## config.mk

```make
export PLATFORM = sky130hd
export DESIGN_NAME = activation_unit
export DESIGN_NICKNAME = d
export VERILOG_FILES = /design/src/rtl/tpu_pkg.sv /design/src/rtl/activation_lane.sv /design/src/rtl/activation_unit.sv
export SDC_FILE = /design/constraint.sdc
export NUM_CORES = 2
export LEC_CHECK = 0
export ABC_CLOCK_PERIOD_IN_PS = 6910
export BUFFER_PORTS_ARGS = -buffer_cell sky130_fd_sc_hd__buf_4
export CORE_ASPECT_RATIO = 1.4
export CORE_MARGIN = 5
export CORE_UTILIZATION = 61
export DETAILED_ROUTE_END_ITERATION = 10
export GPL_ROUTABILITY_DRIVEN = 0
export PLACE_DENSITY = 0.82
export SLEW_MARGIN = 30
export SYNTH_ARGS = -nofsm -noshare
export SYNTH_HDL_FRONTEND = slang
export SYNTH_SLANG_ARGS = --single-unit
```

## constraint.sdc

```tcl
create_clock -name clk -period 6.91 [get_ports clk]
set_input_delay 1.0365 -clock clk [delete_from_list [all_inputs] [get_ports clk]]
set_output_delay 1.0365 -clock clk [all_outputs]
set_load 0.01 [all_outputs]
```

## src/rtl/tpu_pkg.sv

```systemverilog
// Shared TPU types and constants used by the activation datapath.
package tpu_pkg;

    localparam int ACT_FRAC_SHIFT = 8;
    localparam int RELU6_MAX      = 96;

    typedef logic [7:0]  byte_type;
    typedef logic [31:0] word_type;

    typedef enum logic [3:0] {
        no_activation = 4'd0,
        relu          = 4'd1,
        relu6         = 4'd2,
        sigmoid       = 4'd3
    } activation_type;

endpackage

```

## src/rtl/activation_lane.sv

```systemverilog
// One lane of the activation stage: applies the selected function to a rounded
// accumulator value and clamps it to a byte, flagging when clamping occurred.
module activation_lane
    import tpu_pkg::*;
(
    input  logic [24:0] xq,
    input  logic [3:0]  func,
    input  logic        is_signed,
    output logic [7:0]  act,
    output logic        sat
);

    logic signed [25:0] v;
    logic signed [26:0] t, lo, hi, res;

    // Unsigned rows can reach 2^24 after rounding, so bit 24 is only a sign bit when signed.
    assign v = {is_signed & xq[24], xq};

    always_comb begin
        t  = {v[25], v};
        lo = is_signed ? -27'sd128 : 27'sd0;
        hi = is_signed ? 27'sd127  : 27'sd255;
        case (func)
            relu:  lo = 27'sd0;
            relu6: begin
                lo = 27'sd0;
                hi = 27'(RELU6_MAX);
            end
            sigmoid: begin
                lo = 27'sd0;
                if (is_signed) t = {{3{v[25]}}, v[25:2]} + 27'sd64;
                else           t = {2'b00, v[25:1]} + 27'sd128;
            end
            default: ;
        endcase

        res = t;
        sat = 1'b0;
        if (t < lo) begin
            res = lo;
            sat = 1'b1;
        end else if (t > hi) begin
            res = hi;
            sat = 1'b1;
        end
        act = res[7:0];
    end

endmodule

```

## src/rtl/activation_unit.sv

```systemverilog
// Three-stage activation pipeline: register, round, activate+saturate per lane.
// Optional saturation counter built when ACT_SAT_COUNT_EN is defined.
module activation_unit
    import tpu_pkg::*;
#(
    parameter int MATRIX_WIDTH = 14
) (
    input  logic                         clk,
    input  logic                         rst,
    input  logic                         enable,
    input  logic [MATRIX_WIDTH-1:0][31:0] acc_data,
    input  logic                         data_valid_in,
    input  logic [3:0]                   activation_function,
    input  logic                         is_signed,
    output logic [MATRIX_WIDTH-1:0][7:0] act_data,
    output logic                         data_valid_out
`ifdef ACT_SAT_COUNT_EN
    ,
    input  logic                         sat_clear,
    output logic [15:0]                  sat_count
`endif
);

    localparam int STAGES = 3;

    logic [STAGES-1:0]              vld_pipe;
    logic [MATRIX_WIDTH-1:0][31:0]  s1_acc;
    logic [3:0]                     s1_func, s2_func;
    logic                           s1_sgn, s2_sgn;
    logic [MATRIX_WIDTH-1:0][24:0]  s2_xq, xq_nxt;
    logic [MATRIX_WIDTH-1:0][7:0]   act_nxt;
    logic [MATRIX_WIDTH-1:0]        lane_sat;

    for (genvar g = 0; g < MATRIX_WIDTH; g++) begin : g_lane
        logic [32:0] rnd;
        // Sign-extend only for signed rows; slicing the 33-bit sum then gives
        // arithmetic or logical shift as required.
        assign rnd       = {s1_sgn & s1_acc[g][31], s1_acc[g]} + (33'd1 << (ACT_FRAC_SHIFT - 1));
        assign xq_nxt[g] = 25'(rnd >> ACT_FRAC_SHIFT);

        activation_lane u_lane (
            .xq        (s2_xq[g]),
            .func      (s2_func),
            .is_signed (s2_sgn),
            .act       (act_nxt[g]),
            .sat       (lane_sat[g])
        );
    end

    always_ff @(posedge clk or negedge rst) begin
        if (!rst) begin
            vld_pipe <= '0;
            s1_acc   <= '0;
            s1_func  <= no_activation;
            s1_sgn   <= 1'b0;
            s2_xq    <= '0;
            s2_func  <= no_activation;
            s2_sgn   <= 1'b0;
            act_data <= '0;
        end else if (enable) begin
            vld_pipe <= {vld_pipe[STAGES-2:0], data_valid_in};
            s1_acc   <= acc_data;
            s1_func  <= activation_function;
            s1_sgn   <= is_signed;
            s2_xq    <= xq_nxt;
            s2_func  <= s1_func;
            s2_sgn   <= s1_sgn;
            act_data <= act_nxt;
        end
    end

    assign data_valid_out = vld_pipe[STAGES-1];

`ifdef ACT_SAT_COUNT_EN
    logic [15:0] sat_inc;
    logic [16:0] sat_sum;

    always_comb begin
        sat_inc = '0;
        for (int i = 0; i < MATRIX_WIDTH; i++) sat_inc = sat_inc + 16'(lane_sat[i]);
        sat_sum = {1'b0, sat_count} + {1'b0, sat_inc};
    end

    always_ff @(posedge clk or negedge rst) begin
        if (!rst)                        sat_count <= '0;
        else if (sat_clear)              sat_count <= '0;
        else if (enable && vld_pipe[1])  sat_count <= sat_sum[16] ? 16'hFFFF : sat_sum[15:0];
    end
`else
    logic unused_sat;
    assign unused_sat = ^lane_sat;
`endif

endmodule

```

==> implementation parameters <==
Parameter                              Value

Critical path
  Data required time of the critical path ... 7430 ps
  Crit-path max FO ... 28
  Critical Path End Type ... flip-flop
  Worst setup startpoint ... s2_func[1]
  Buffer and inverter count on the worst path ... 3
  Critical path's slowest cell ... sky130_fd_sc_hd__nor2_4
  Launching point of the worst reg2reg path ... s2_func[1]
  Arrival time reported for the critical path endpoint ... 5910 ps
  Kind of cell adding the most delay to the critical path ... simple AND/OR/NAND/NOR gates
  Delay contributed by the slowest stage of the critical path ... 870 ps
  Type of the setup path with the least slack ... reg2reg
  Worst-path cell chain ... or4b_4 -> clkinv_2 -> nor2_4 -> inv_2 -> buf_4 -> ha_1 -> a21o_1 -> o311a_1 -> or4_1 -> o31ai_4 -> mux2i_1 -> nand3b_1 -> o21ai_0
  Sort of element at the start of the critical path ... flip-flop

Final layout
  Fraction of final layout cells sized beyond drive strength 1 ... 0.167
  Number of nets in the final layout ... 7249
  # fillers ... 7007
  Commonest non-fill, non-tap cells in the layout ... 823 x sky130_fd_sc_hd__dfrtp_1, 686 x sky130_fd_sc_hd__nor2_1, 533 x sky130_fd_sc_hd__a21oi_1
  Antenna Cells ... 0
  End-of-flow core utilization ... 0.685
  Layout area overhead ... 11.4%
  Most frequent standard cell in the layout excluding fill and tap cells ... sky130_fd_sc_hd__dfrtp_1

Drt
  Routed len/inst ... 20.4 um
  Via density ... 6.53
  DRC viols ... 0
  Number of nets still failing antenna checks after routing ... 0
  Vias after detailed routing ... 51400
  Total Routed Length ... 161000 um
  Initial DRC Count ... 5036
  First-pass iteration count of the detailed router ... 6

Pwr
  Part of the power in the clock network ... 0.296
  Cell-internal power ... 10400 uW
  Net switching power figure ... 5710 uW
  Share of total power consumed by net switching ... 0.355
  Static leakage ... 0.0258 uW
  Seq pwr share ... 0.411
  Combinational Power Share ... 0.293
  Worst IR drop on VDD ... 0.243 mV
  PD cells ... 254 nW/um2

Min path
  HP Class ... in2async

Timing
  Final slew viol count ... 0
  Post-route minimum period ... 5400 ps
  Hold Violations, Final ... 0
  Max_slew headroom ... 0.278
  Upper clock frequency limit ... 185 MHz
  Slew at the pin closest to its max-slew limit ... 1080 ps
  Number of setup violations in the final report ... 0
  Total negative slack ... 0 ps
  Final setup skew ... 41.0 ps
  RSZ-0062 raised after global routing ... false
  Final period util ... 0.781
  Minimum setup slack in the final design ... 1510 ps
  Post-route worst hold slack ... 404 ps

CTS
  CTS tree ... done
  Post-CTS setup repair buffer count ... 0
  Clock transition at path regs ... 60 ps
  Worst-Skew Late Latency ... 700 ps
  Number of hold-repair buffers added at the cts stage ... 0
  Root buffer cell ... sky130_fd_sc_hd__clkbuf_16
  Clock Tree Buf Depth ... 3
  Number of gates resized after cts ... 0
  Clock tree sinks ... 825
  Number of CTS-inserted buffers ... 82
  CTS H-Tree Depth ... 3

Floorplanning
  Chip Height ... 372 um
  Standard-cell rows ... 132
  Effective utilization at floorplan ... 0.615
  Area of the placeable core ... 92700 um2
  Die Outline Area ... 99700 um2
  Top-level port count ... 570
  Die outline width ... 268 um

Logic synthesis
  Net Count, Synth ... 7145
  Most used flip-flop cell after synthesis ... sky130_fd_sc_hd__dfrtp_1
  EDFF count, synth ... 0
  Combined area of all synthesized cells ... 56900 um2
  Number of different library cells in the post-synthesis netlist ... 113
  Warnings, synthesis ... 0
  Syn_area_per_cell ... 8.75 um2
  Synthesis-stage register bit count ... 825
  Share of flip-flops with an asynchronous set or reset after synthesis ... 1.00
  Post-synthesis instance total ... 6506
  Seq/Total Area, Yosys ... 0.363

Global route
  Met3 routing resource usage after global routing ... 0.0429
  Met1 global-route usage ... 0.380
  Global-route wire length before repair ... 259000 um
  Pin count of the biggest net entering global routing ... 227
  Total gr overflow ... 0
  Met2 usage ... 0.544
  Vias in the first global route ... 50800
  Antenna violations before repair ... 1
  Layer with the highest usage after global routing ... met2
  Global Route Usage Sum ... 0.313

Placement
  Dpl hpwl ... 110000 um
  Worst slack, placed ... 1620 ps
  Number of I/O port buffers ... 471

Flow run
  Count of maximum capacitance violations ... 0

Outcome
  Result of the run ... finished, final reports clean
layer usage:
metal	part of all wire	vias up
met5	0	-
met4	0.052	0
met3	0.064	545
met2	0.50	2080
met1	0.39	24800
li1	-	24000
path summary, 6_finish.rpt:
check / slack (ps) / endpoint / cells after the start
worst max-delay path: 1510 / act_data[59] / 13
worst max register to register: 1510 / act_data[59] / 13
max in group asynchronous: 5090 / s1_acc[333] / 3
worst min-delay path: 400 / s1_acc[53] / 1
worst min register to register: 490 / act_data[28] / 2
min in group clk: 490 / act_data[28] / 2
cells in the mapped netlist (all sizes together) (182+ instances only):
cell type | n | area (um2)
a21oi | 534 | 2680
buf | 191 | 892
clkbuf | 308 | 1160
dfrtp | 825 | 20600
ha | 182 | 2280
mux2 | 383 | 4310
nand2 | 502 | 1880
nand3 | 347 | 1760
nor2 | 689 | 2590
o21ai | 297 | 1490
xnor2 | 244 | 2140
xor2 | 231 | 2020
worst register-to-register path, delay by kind of cell (launching register included):
kind | cells | cell delay, ps
mux | 1 | 270
fa+ha+maj | 1 | 390
simple gates | 4 | 2060
compound gates | 4 | 950
flops | 1 | 430
buf+inv | 3 | 1110
power by group through the flow:
stage	clock, uW	combinational [uW]	sequential, uW
after global placement	0	4480	6630
after floorplan	0	3300	6240
after global routing	5010	5220	6710
after detailed placement	0	4640	6640
final	4760	4720	6610
after CTS	4830	4680	6580
registers in the layout (all words and copies together), names as in the netlist:
register	cells
s2_func	4
s1_acc	350
s2_sgn	1
vld_pipe	3
s2_xq	350
act_data	112
s1_func	4
s1_sgn	1
logic make-up after synthesis:
logic type | after synthesis | share of synthesized area
adder cells (fa/ha/maj) | 182 | 0.0400
AND/OR/NAND/NOR | 2345 | 0.203
AO/OA/AOI/OAI | 1523 | 0.175
XOR/XNOR | 475 | 0.0731
multiplexers | 531 | 0.102
flip-flops | 825 | 0.363
buffers and inverters | 625 | 0.0443
metrics by stage:
step	power, uW	cells	cell area, um2
after floorplan	9540	6506	56900
after global placement	11100	7731	60600
after detailed placement	11300	7731	60600
after CTS	16100	7877	63400
after global routing	16900	7878	63500
final	16100	7878	63500
cell type report:
cell class	instances	area (um2)	area share
multi-input combinational	5056	33900	0.533
timing repair buffer	519	4140	0.0652
inverter	126	484	0.00763
tap	1206	1510	0.0238
clock inverter	39	591	0.00931
sequential	825	20700	0.325
clock buffer	107	2240	0.0353
Power figures use the tool's default switching activity.
